--- src/rtl/cypher_entry_controller_pkg.sv ---
// Shared state encoding and sizing helpers for the cypher entry controller.
package cypher_entry_controller_pkg;

    typedef enum logic [2:0] {
        ST_IDLE    = 3'd0,
        ST_COLLECT = 3'd1,
        ST_CHECK   = 3'd2,
        ST_OPEN    = 3'd3,
        ST_LOCKOUT = 3'd4
    } state_e;

    localparam int DIGIT_W_DEF = 4;

    function automatic int cnt_width(input int max_val);
        return (max_val < 1) ? 1 : $clog2(max_val + 1);
    endfunction

    function automatic int max3(input int a, input int b, input int c);
        int m;
        m = (a > b) ? a : b;
        return (m > c) ? m : c;
    endfunction

endpackage

--- src/rtl/cypher_entry_controller_timer.sv ---
// Loadable down-counter with a zero flag; shared by the entry timeout, open and lockout phases.
module cypher_entry_controller_timer #(
    parameter int W = 7
) (
    input  logic         clock,
    input  logic         reset,
    input  logic         load,
    input  logic [W-1:0] load_value,
    input  logic         dec,
    output logic         zero
);

    logic [W-1:0] count_r;

    // Counter register: load wins over decrement, decrement saturates at zero.
    always_ff @(posedge clock or negedge reset) begin
        if (!reset) begin
            count_r <= W'(0);
        end else if (load) begin
            count_r <= load_value;
        end else if (dec && (count_r != W'(0))) begin
            count_r <= count_r - W'(1);
        end else begin
            count_r <= count_r;
        end
    end

    assign zero = (count_r == W'(0));

endmodule

--- src/rtl/cypher_entry_controller.sv ---
// Keypad code entry sequencer: collects digits, compares against the stored cypher,
// and drives unlock/fail outcomes with a consecutive-failure lockout.
module cypher_entry_controller
    import cypher_entry_controller_pkg::*;
#(
    parameter int DIGIT_W        = DIGIT_W_DEF,
    parameter int DIGITS         = 4,
    parameter int MAX_FAILS      = 3,
    parameter int TIMEOUT_CYCLES = 32,
    parameter int OPEN_CYCLES    = 16,
    parameter int LOCKOUT_CYCLES = 64
) (
    input  logic                           clock,
    input  logic                           reset,
    input  logic                           cfg_we,
    input  logic [DIGIT_W*DIGITS-1:0]      cfg_cypher,
    input  logic                           digit_valid,
    input  logic [DIGIT_W-1:0]             digit,
    output logic                           digit_ready,
    output logic                           unlock,
    output logic                           unlocked,
    output logic                           fail,
    output logic                           timeout,
    output logic                           locked,
    output logic [$clog2(MAX_FAILS+1)-1:0] fail_count
);

    localparam int CW    = DIGIT_W * DIGITS;
    localparam int FC_W  = $clog2(MAX_FAILS + 1);
    localparam int IDX_W = cnt_width(DIGITS);
    localparam int TMR_W = cnt_width(max3(TIMEOUT_CYCLES, OPEN_CYCLES, LOCKOUT_CYCLES));

    state_e            state_r, state_nx_s;
    logic [CW-1:0]     cypher_r, entry_r;
    logic [IDX_W-1:0]  index_r, index_nx_s;
    logic [FC_W-1:0]   fail_count_r, fc_nx_s, fc_inc_s;
    logic              match_r, pend_r, pend_nx_s;
    logic              unlock_r, unlocked_r, fail_r, timeout_r, locked_r;
    logic              unlock_nx_s, unlocked_nx_s, fail_nx_s, timeout_nx_s, locked_nx_s;
    logic              digit_ready_s, accept_s, cypher_we_s, entry_clr_s;
    logic              tmr_load_s, tmr_dec_s, timer_zero_s;
    logic [TMR_W-1:0]  tmr_val_s;

    assign digit_ready_s = ((state_r == ST_IDLE) || (state_r == ST_COLLECT)) && !cfg_we;
    assign accept_s      = digit_valid && digit_ready_s;
    assign fc_inc_s      = fail_count_r + FC_W'(1);

    cypher_entry_controller_timer #(.W(TMR_W)) u_timer (
        .clock      (clock),
        .reset      (reset),
        .load       (tmr_load_s),
        .load_value (tmr_val_s),
        .dec        (tmr_dec_s),
        .zero       (timer_zero_s)
    );

    // Next-state and next-output decode.
    always_comb begin
        state_nx_s    = state_r;
        index_nx_s    = index_r;
        pend_nx_s     = 1'b0;
        fc_nx_s       = fail_count_r;
        unlock_nx_s   = 1'b0;
        unlocked_nx_s = unlocked_r;
        fail_nx_s     = 1'b0;
        timeout_nx_s  = 1'b0;
        locked_nx_s   = locked_r;
        cypher_we_s   = 1'b0;
        entry_clr_s   = 1'b0;
        tmr_load_s    = 1'b0;
        tmr_dec_s     = 1'b0;
        tmr_val_s     = TMR_W'(0);
        case (state_r)
            ST_IDLE, ST_COLLECT: begin
                if ((state_r == ST_IDLE) && cfg_we) begin
                    cypher_we_s = 1'b1;
                    fc_nx_s     = FC_W'(0);
                end else if (accept_s) begin
                    if (index_r == IDX_W'(DIGITS - 1)) begin
                        index_nx_s = IDX_W'(0);
                        state_nx_s = ST_CHECK;
                    end else begin
                        index_nx_s = index_r + IDX_W'(1);
                        tmr_load_s = 1'b1;
                        tmr_val_s  = TMR_W'(TIMEOUT_CYCLES - 1);
                        state_nx_s = ST_COLLECT;
                    end
                end else if (state_r == ST_COLLECT) begin
                    if (timer_zero_s) begin
                        timeout_nx_s = 1'b1;
                        entry_clr_s  = 1'b1;
                        index_nx_s   = IDX_W'(0);
                        state_nx_s   = ST_IDLE;
                    end else begin
                        tmr_dec_s = 1'b1;
                    end
                end else begin
                    state_nx_s = ST_IDLE;
                end
            end
            // First cycle registers the compare; the outcome is applied in the second.
            ST_CHECK: begin
                if (!pend_r) begin
                    pend_nx_s = 1'b1;
                end else begin
                    entry_clr_s = 1'b1;
                    if (match_r) begin
                        unlock_nx_s   = 1'b1;
                        unlocked_nx_s = 1'b1;
                        fc_nx_s       = FC_W'(0);
                        tmr_load_s    = 1'b1;
                        tmr_val_s     = TMR_W'(OPEN_CYCLES - 1);
                        state_nx_s    = ST_OPEN;
                    end else begin
                        fail_nx_s = 1'b1;
                        fc_nx_s   = fc_inc_s;
                        if (fc_inc_s == FC_W'(MAX_FAILS)) begin
                            locked_nx_s = 1'b1;
                            tmr_load_s  = 1'b1;
                            tmr_val_s   = TMR_W'(LOCKOUT_CYCLES - 1);
                            state_nx_s  = ST_LOCKOUT;
                        end else begin
                            state_nx_s = ST_IDLE;
                        end
                    end
                end
            end
            ST_OPEN: begin
                if (timer_zero_s) begin
                    unlocked_nx_s = 1'b0;
                    state_nx_s    = ST_IDLE;
                end else begin
                    tmr_dec_s = 1'b1;
                end
            end
            ST_LOCKOUT: begin
                if (timer_zero_s) begin
                    locked_nx_s = 1'b0;
                    fc_nx_s     = FC_W'(0);
                    state_nx_s  = ST_IDLE;
                end else begin
                    tmr_dec_s = 1'b1;
                end
            end
            default: begin
                unlocked_nx_s = 1'b0;
                locked_nx_s   = 1'b0;
                entry_clr_s   = 1'b1;
                index_nx_s    = IDX_W'(0);
                state_nx_s    = ST_IDLE;
            end
        endcase
    end

    // State, datapath and registered outputs.
    always_ff @(posedge clock or negedge reset) begin
        if (!reset) begin
            state_r      <= ST_IDLE;
            cypher_r     <= CW'(0);
            entry_r      <= CW'(0);
            index_r      <= IDX_W'(0);
            fail_count_r <= FC_W'(0);
            match_r      <= 1'b0;
            pend_r       <= 1'b0;
            unlock_r     <= 1'b0;
            unlocked_r   <= 1'b0;
            fail_r       <= 1'b0;
            timeout_r    <= 1'b0;
            locked_r     <= 1'b0;
        end else begin
            state_r      <= state_nx_s;
            index_r      <= index_nx_s;
            fail_count_r <= fc_nx_s;
            match_r      <= (entry_r == cypher_r);
            pend_r       <= pend_nx_s;
            unlock_r     <= unlock_nx_s;
            unlocked_r   <= unlocked_nx_s;
            fail_r       <= fail_nx_s;
            timeout_r    <= timeout_nx_s;
            locked_r     <= locked_nx_s;
            if (cypher_we_s) begin
                cypher_r <= cfg_cypher;
            end else begin
                cypher_r <= cypher_r;
            end
            if (entry_clr_s) begin
                entry_r <= CW'(0);
            end else if (accept_s) begin
                entry_r <= (entry_r << DIGIT_W) | CW'(digit);
            end else begin
                entry_r <= entry_r;
            end
        end
    end

    assign digit_ready = digit_ready_s;
    assign unlock      = unlock_r;
    assign unlocked    = unlocked_r;
    assign fail        = fail_r;
    assign timeout     = timeout_r;
    assign locked      = locked_r;
    assign fail_count  = fail_count_r;

endmodule

--- config.mk ---
export PLATFORM = sky130hd
export DESIGN_NAME = cypher_entry_controller
export DESIGN_NICKNAME = d
export VERILOG_FILES = /design/src/rtl/cypher_entry_controller_pkg.sv /design/src/rtl/cypher_entry_controller_timer.sv /design/src/rtl/cypher_entry_controller.sv
export SDC_FILE = /design/constraint.sdc
export NUM_CORES = 1
export LEC_CHECK = 0
export ABC_CLOCK_PERIOD_IN_PS = 2800
export CAP_MARGIN = 20
export CORE_MARGIN = 3
export CORE_UTILIZATION = 40
export CTS_CLUSTER_SIZE = 14
export DETAILED_ROUTE_END_ITERATION = 8
export DONT_BUFFER_PORTS = 1
export RECOVER_POWER = 100
export SKIP_CTS_REPAIR_TIMING = 1
export SYNTH_ARGS = -nofsm -noshare
export SYNTH_HDL_FRONTEND = slang
export SYNTH_SLANG_ARGS = --single-unit
--- constraint.sdc ---
create_clock -name clock -period 2.8 [get_ports clock]
set_input_delay 0.84 -clock clock [delete_from_list [all_inputs] [get_ports clock]]
set_output_delay 0.84 -clock clock [all_outputs]
set_load 0.1 [all_outputs]
==> results of run 1 <==
[sequential cells by signal, indices dropped and copies added, names as in the netlist]
| register | count |
|---|---|
| cypher_r | 16 |
| entry_r | 16 |
| u_timer.count_r | 7 |
| index_r | 3 |
| state_r | 3 |
| fail_count | 2 |
| fail | 1 |
| locked | 1 |
| match_r | 1 |
| pend_r | 1 |
| timeout | 1 |
| unlock | 1 |
| unlocked | 1 |
[stage by stage]
stage / setup WS [ps] / std cells
after floorplan: 390 / 249
after global placement: 514 / 323
after detailed placement: 457 / 323
after CTS: 422 / 330
after global routing: 161 / 330
final: 302 / 330
[worst paths after layout]
| path | endpoint | startpoint | slack (ps) |
|---|---|---|---|
| worst max register to register | entry_r[8] | u_timer.count_r[0] | 330 |
| max in group asynchronous | index_r[0] | reset | 2480 |
| worst max-delay path | digit_ready | state_r[1] | 300 |
| worst min register to register | index_r[2] | index_r[2] | 480 |
| worst min-delay path | match_r | reset | 210 |
| min in group clock | index_r[2] | index_r[2] | 480 |
[metal layers]
metal	wire length, µm	track usage (%)	up-vias
met5	0	0	-
met4	89	4.96	0
met1	2500	21.6	852
met2	2170	21.1	31
met3	280	4.09	8
li1	-	-	891
[where the power goes]
| group | leakage [nW] | internal [mW] | total (mW) | switching, mW |
|---|---|---|---|---|
| sequential | 0.672 | 1.03 | 1.28 | 0.245 |
| clock | 0.0542 | 0.263 | 0.511 | 0.248 |
| combinational | 0.390 | 0.401 | 0.759 | 0.359 |
[cell type report]
class	count	share of cell area (%)
Clock buffer	5	2.47
Timing Repair Buffer	11	1.71
Sequential cell	54	48.5
Tap cell	75	3.37
Clock inverter	2	1.39
Multi-Input combinational cell	175	41.5
Inverter	8	1.08
[kinds of logic after synthesis]
family	count (synthesis)
AOI/OAI and AO/OA	52
xor gates and xnor gates	16
adders and majority gates	3
buffers and inverters	20
DFF	54
muxes	18
and+or+nand+nor	86
[worst max-delay path, delay by kind of cell (launching register included)]
kind                   cells  cell delay [ps]
buffers and inverters      1              480
flip-flops                 1              630
AND/OR/NAND/NOR            1              240
[synthesized netlist by cell type, drive strengths merged, types with 2 or more instances]
library cell / count / area [µm²]
xnor2: 16 / 140
nor4b: 2 / 23.8
nor3b: 2 / 15.0
nand2b: 3 / 18.8
nor4: 2 / 12.5
nor2: 11 / 41.3
or3: 2 / 12.5
a21o: 2 / 15.0
clkbuf: 3 / 11.3
nand2: 39 / 146
nand3: 3 / 15.0
or4: 3 / 22.5
dfrtp: 54 / 1350
a31oi: 6 / 37.5
o21ai: 7 / 35.0
inv: 8 / 30.0
or2: 2 / 12.5
ha: 3 / 37.5
o311ai: 2 / 35.0
a21oi: 23 / 115
buf: 9 / 55.1
a311oi: 2 / 17.5
nor3: 8 / 40.0
mux2: 17 / 191
a2bb2oi: 2 / 17.5
nand4: 4 / 25.0
==> metrics.md, run 1 <==
| Metric | Value |
|---|---|
| Outcome | `finished clean` |
| Prevailing post-synth register cell | `dfrtp_1` |
| Port Buffer Count | `0` |
| Setup violators final | `0` |
| Via count | `1,782` |
| Final min period | `2500 ps` |
| Global-route wire length before repair | `8680 µm` |
| Clock root cell | `clkbuf_8` |
| Reg area | `1350 µm²` |
| Total CTS buffers | `5` |
| Post-detail-place hpwl | `3600 µm` |
| Chip width | `86.5 µm` |
| Post-synth EDFFs | `0` |
| CORE AREA | `6100 µm²` |
| Final Instance Area | `2790 µm²` |
| Gr usage total | `14.8%` |
| Proportion of synthesized area in mux cells | `7.77%` |
| Rows | `28` |
| Initial DRC count | `108` |
| Type of origin of the critical path | `flop` |
| CP arrival | `1660 ps` |
| R2r worst-path depth | `7` |
| Cells after synthesis | `249` |
| CTS HTree Levels | `2` |
| Slew Viols, Final | `0` |
| Initial antenna violation count | `0` |
| Num ports | `32` |
| Routed vias/inst | `5.40` |
| Initial core utilization | `42.5%` |
| Syn Nets | `276` |
| Clock buffer depth | `2` |
| Final core utilization | `45.7%` |
| Mapped Area | `2590 µm²` |
| CTS clk-pin slew, worst paths | `100 ps` |
| RSZ-0062 raised after global routing | `false` |
| Rel. slew slack | `16.1%` |
| Pwr Density | `914 nW/µm²` |
| Worst EP required | `1960 ps` |
| Worst-Margin Slew | `1260 ps` |
| Largest family of logic cells by synthesized area | `simple AND/OR/NAND/NOR gates` |
| Synth Area in XOR/XNOR | `5.40%` |
| Syn Area/Cell | `10.4 µm²` |
| Remaining Overflow, GRT | `0` |
| Crit end category | `primary output` |
| Min-delay worst type | `in -> async` |
| Max FO, Critical Path | `18` |
| RePlAce Congestion | `0.790` |
| Clock latency on the worst-skew pair | `310 ps` |
| Hold WS | `215 ps` |
| Synth Area in Compound Gates | `13.0%` |
| Antenna-violating nets left | `0` |
| Routed WL | `5040 µm` |
| Final Hold Viols | `0` |
| Worst clock skew | `9.59 ps` |
| Slowest stage cell, crit path | `dfrtp_1` |
| Maximum resistive drop on vdd | `371 µV` |
| CTS tree | `done` |
| Max stage delay on crit path | `630 ps` |
| WL per Instance | `15.3 µm` |
| Achievable frequency | `400 MHz` |
| Area after DPL | `2730 µm²` |
| Worst-path cell chain | `nor3_4, clkbuf_2` |
| DR pass1 iterations | `4` |
| Most frequent cells in the layout | `dfrtp_1 (54), nand2_1 (39), a21oi_1 (23)` |
| Syn. warnings | `0` |
| Layout cell share with drive strength beyond 1 | `12.2%` |
| MaxCap Viol Count | `0` |
| Post-route DRC | `0` |
| Commonest non-fill, non-tap cell in the layout | `dfrtp_1` |
| # clock sinks | `54` |
| Final net count | `282` |
| Largest net degree at the start of global routing | `55` |
| Crit path kind | `reg -> out` |
| Fillers | `592` |
| DIE HEIGHT | `86.5 µm` |
| Final worst path period share | `89.2%` |
| Post-synthesis adder-cell area fraction | `1.45%` |
| Vias in the first global route | `1,783` |
| Sequential element share of the synthesized area | `52.1%` |
| Layout area overhead | `7.48%` |
| Simple-gate share of the synthesized area | `16.6%` |
| Setup TNS | `0 ps` |
| # diodes | `0` |
| Footprint of the multi-input gates | `1160 µm²` |
| Number of synthesized register bits | `54` |
| Total chip power | `2.55 mW` |
| Cell variety after synth | `45` |
| Ys async rst share | `100%` |
| P_leak | `1.12 nW` |
| Die area | `7490 µm²` |
Power figures use the tool's default switching activity.
==> run 2: changes to the inputs <==
--- a/config.mk
+++ b/config.mk
@@ -7,11 +7,12 @@
 export LEC_CHECK = 0
 export ABC_CLOCK_PERIOD_IN_PS = 2800
 export CAP_MARGIN = 20
+export CORE_ASPECT_RATIO = 0.8
 export CORE_MARGIN = 3
 export CORE_UTILIZATION = 40
 export CTS_CLUSTER_SIZE = 14
 export DETAILED_ROUTE_END_ITERATION = 8
-export DONT_BUFFER_PORTS = 1
+export MAX_ROUTING_LAYER = met4
 export RECOVER_POWER = 100
 export SKIP_CTS_REPAIR_TIMING = 1
 export SYNTH_ARGS = -nofsm -noshare
==> run 2 against run 1 <==
Final cell count grew 10%; sequential power is essentially flat; critical path depth grew 1; wire length grew 2.8%; clock power shrank 16%; critical path type is now in -> out; largest power group unchanged.
==> metrics.md, run 2 (synthesis gave the netlist of run 1 again) <==
| Metric | Value |
|---|---|
| # clock sinks | `54` |
| Setup violators final | `0` |
| Post-detail-place hpwl | `3740 µm` |
| Psw | `0.880 mW` |
| Layout cell share with drive strength beyond 1 | `12.1%` |
| Clock root cell | `clkbuf_8` |
| Slew Viols, Final | `0` |
| Slack of the worst reg-to-reg path | `410 ps` |
| CTS clk-pin slew, worst paths | `90 ps` |
| RePlAce Congestion | `0.890` |
| Commonest non-fill, non-tap cell in the layout | `dfrtp_1` |
| Gr usage total | `15.5%` |
| Remaining Overflow, GRT | `0` |
| Setup TNS | `0 ps` |
| Post-route DRC | `0` |
| Worst-Margin Slew | `1320 ps` |
| Min-delay worst type | `reg -> reg` |
| Largest registers | `cypher_r: 16 flops, entry_r: 16 flops, u_timer.count_r: 7 flops` |
| Max FO, Critical Path | `5` |
| Fillers | `579` |
| Total CTS buffers | `5` |
| Final min period | `2630 ps` |
| R2R Path Start | `u_timer.count_r[0]` |
| Rel. slew slack | `12.3%` |
| CTS tree | `done` |
| # diodes | `0` |
| Sw Ratio | `34.7%` |
| Worst R2R End | `entry_r[4]` |
| Most frequent cells in the layout | `dfrtp_1 (54), nand2_1 (39), a21oi_1 (23)` |
| Layout area overhead | `17.1%` |
| Seq pwr share | `50.3%` |
| Pint | `1.66 mW` |
| CP arrival | `1790 ps` |
| Placed cell count | `355` |
| Worst clock skew | `13.0 ps` |
| Hold endpoint | `index_r[2]` |
| P_leak | `1.21 nW` |
| Rows | `25` |
| Via count | `1,908` |
| Die area | `7490 µm²` |
| Crit path kind | `in -> out` |
| Initial core utilization | `42.5%` |
| DR pass1 iterations | `4` |
| MaxCap Viol Count | `0` |
| Port Buffer Count | `31` |
| Vias in the first global route | `1,757` |
| Slack of the critical path | `168 ps` |
| Logic pwr share | `32.9%` |
| Initial antenna violation count | `0` |
| R2r worst-path depth | `6` |
| Final Hold Viols | `0` |
| Clock latency on the worst-skew pair | `300 ps` |
| Global-route wire length before repair | `8840 µm` |
| Worst EP required | `1960 ps` |
| Initial DRC count | `195` |
| Antenna-violating nets left | `0` |
| Final worst path period share | `94.0%` |
| Maximum resistive drop on vdd | `297 µV` |
| CTS HTree Levels | `2` |
| DIE HEIGHT | `78.0 µm` |
| Crit end category | `primary output` |
| Hold WS | `499 ps` |
| WL per Instance | `14.3 µm` |
| Achievable frequency | `380 MHz` |
| Type of origin of the critical path | `input port` |
| Hold path startpoint | `index_r[2]` |
| Num ports | `32` |
| Clock buffer depth | `2` |
| CORE AREA | `6100 µm²` |
| Final net count | `308` |
| Routed WL | `5180 µm` |
| Layout Cells excl Fill | `363` |
| Pre-CTS WS | `160 ps` |
| Hold-critical path depth | `1` |
| Pwr Density | `836 nW/µm²` |
| Clock power share | `16.9%` |
| Outcome | `finished clean` |
| Routed vias/inst | `5.26` |
| Chip width | `96.0 µm` |
| RSZ-0062 raised after global routing | `false` |
| Largest net degree at the start of global routing | `55` |
[run 2: metal layers]
metal,routed length (µm),part of all wire [%],track usage (%)
met2,2070,40,18.5
met3,346,6.7,3.83
met4,27,0.52,3.84
met5,0,0,-
met1,2740,53,25.3
[run 2: power groups by stage]
stage               clock (mW)  sequential, mW  combinational, mW
floorplan                    0            1.22              0.678
global placement             0            1.30              0.839
detailed placement           0            1.30              0.853
CTS                      0.451            1.29              0.856
global route             0.483            1.32              0.934
finish                   0.429            1.28              0.834
[run 2: critical path, stage by stage]
cell and delay (ps):
clkdlybuf4s50_1 500, nor3_2 240, buf_12 210
[run 2: worst max path at each step]
stage	cells past startpoint	slack (ps)	endpoint	startpoint
floorplan	1	390	digit_ready	cfg_we
global placement	6	120	u_timer.count_r[2]	cfg_we
detailed placement	3	160	digit_ready	cfg_we
CTS	3	160	digit_ready	cfg_we
global route	3	110	digit_ready	cfg_we
finish	3	170	digit_ready	cfg_we
[run 2: stage by stage]
step / util [%] / cell area, µm² / total power [mW]
after detailed placement: 49.4 / 3010 / 2.15
after floorplan: - / 2610 / 1.90
after global routing: 49.8 / 3040 / 2.74
after CTS: 50.8 / 3100 / 2.59
after global placement: 49.4 / 3010 / 2.14
final: 49.8 / 3040 / 2.54
[run 2: final cells by class]
class,count,area [µm²],share of cell area [%]
timing repair buffer,37,313,10.3
tap,81,101,3.34
multi-input combinational,175,1150,37.9
inverter,8,30.0,0.989
clock inverter,3,21.3,0.700
clock buffer,5,68.8,2.27
sequential,54,1350,44.5
==> run 3: changes to the inputs <==
--- a/config.mk
+++ b/config.mk
@@ -15,6 +15,7 @@
 export MAX_ROUTING_LAYER = met4
 export RECOVER_POWER = 100
 export SKIP_CTS_REPAIR_TIMING = 1
+export SKIP_LAST_GASP = 1
 export SYNTH_ARGS = -nofsm -noshare
 export SYNTH_HDL_FRONTEND = slang
 export SYNTH_SLANG_ARGS = --single-unit
==> results of run 3 <==
Final layout, timing and power as in run 2 (identical DEF).
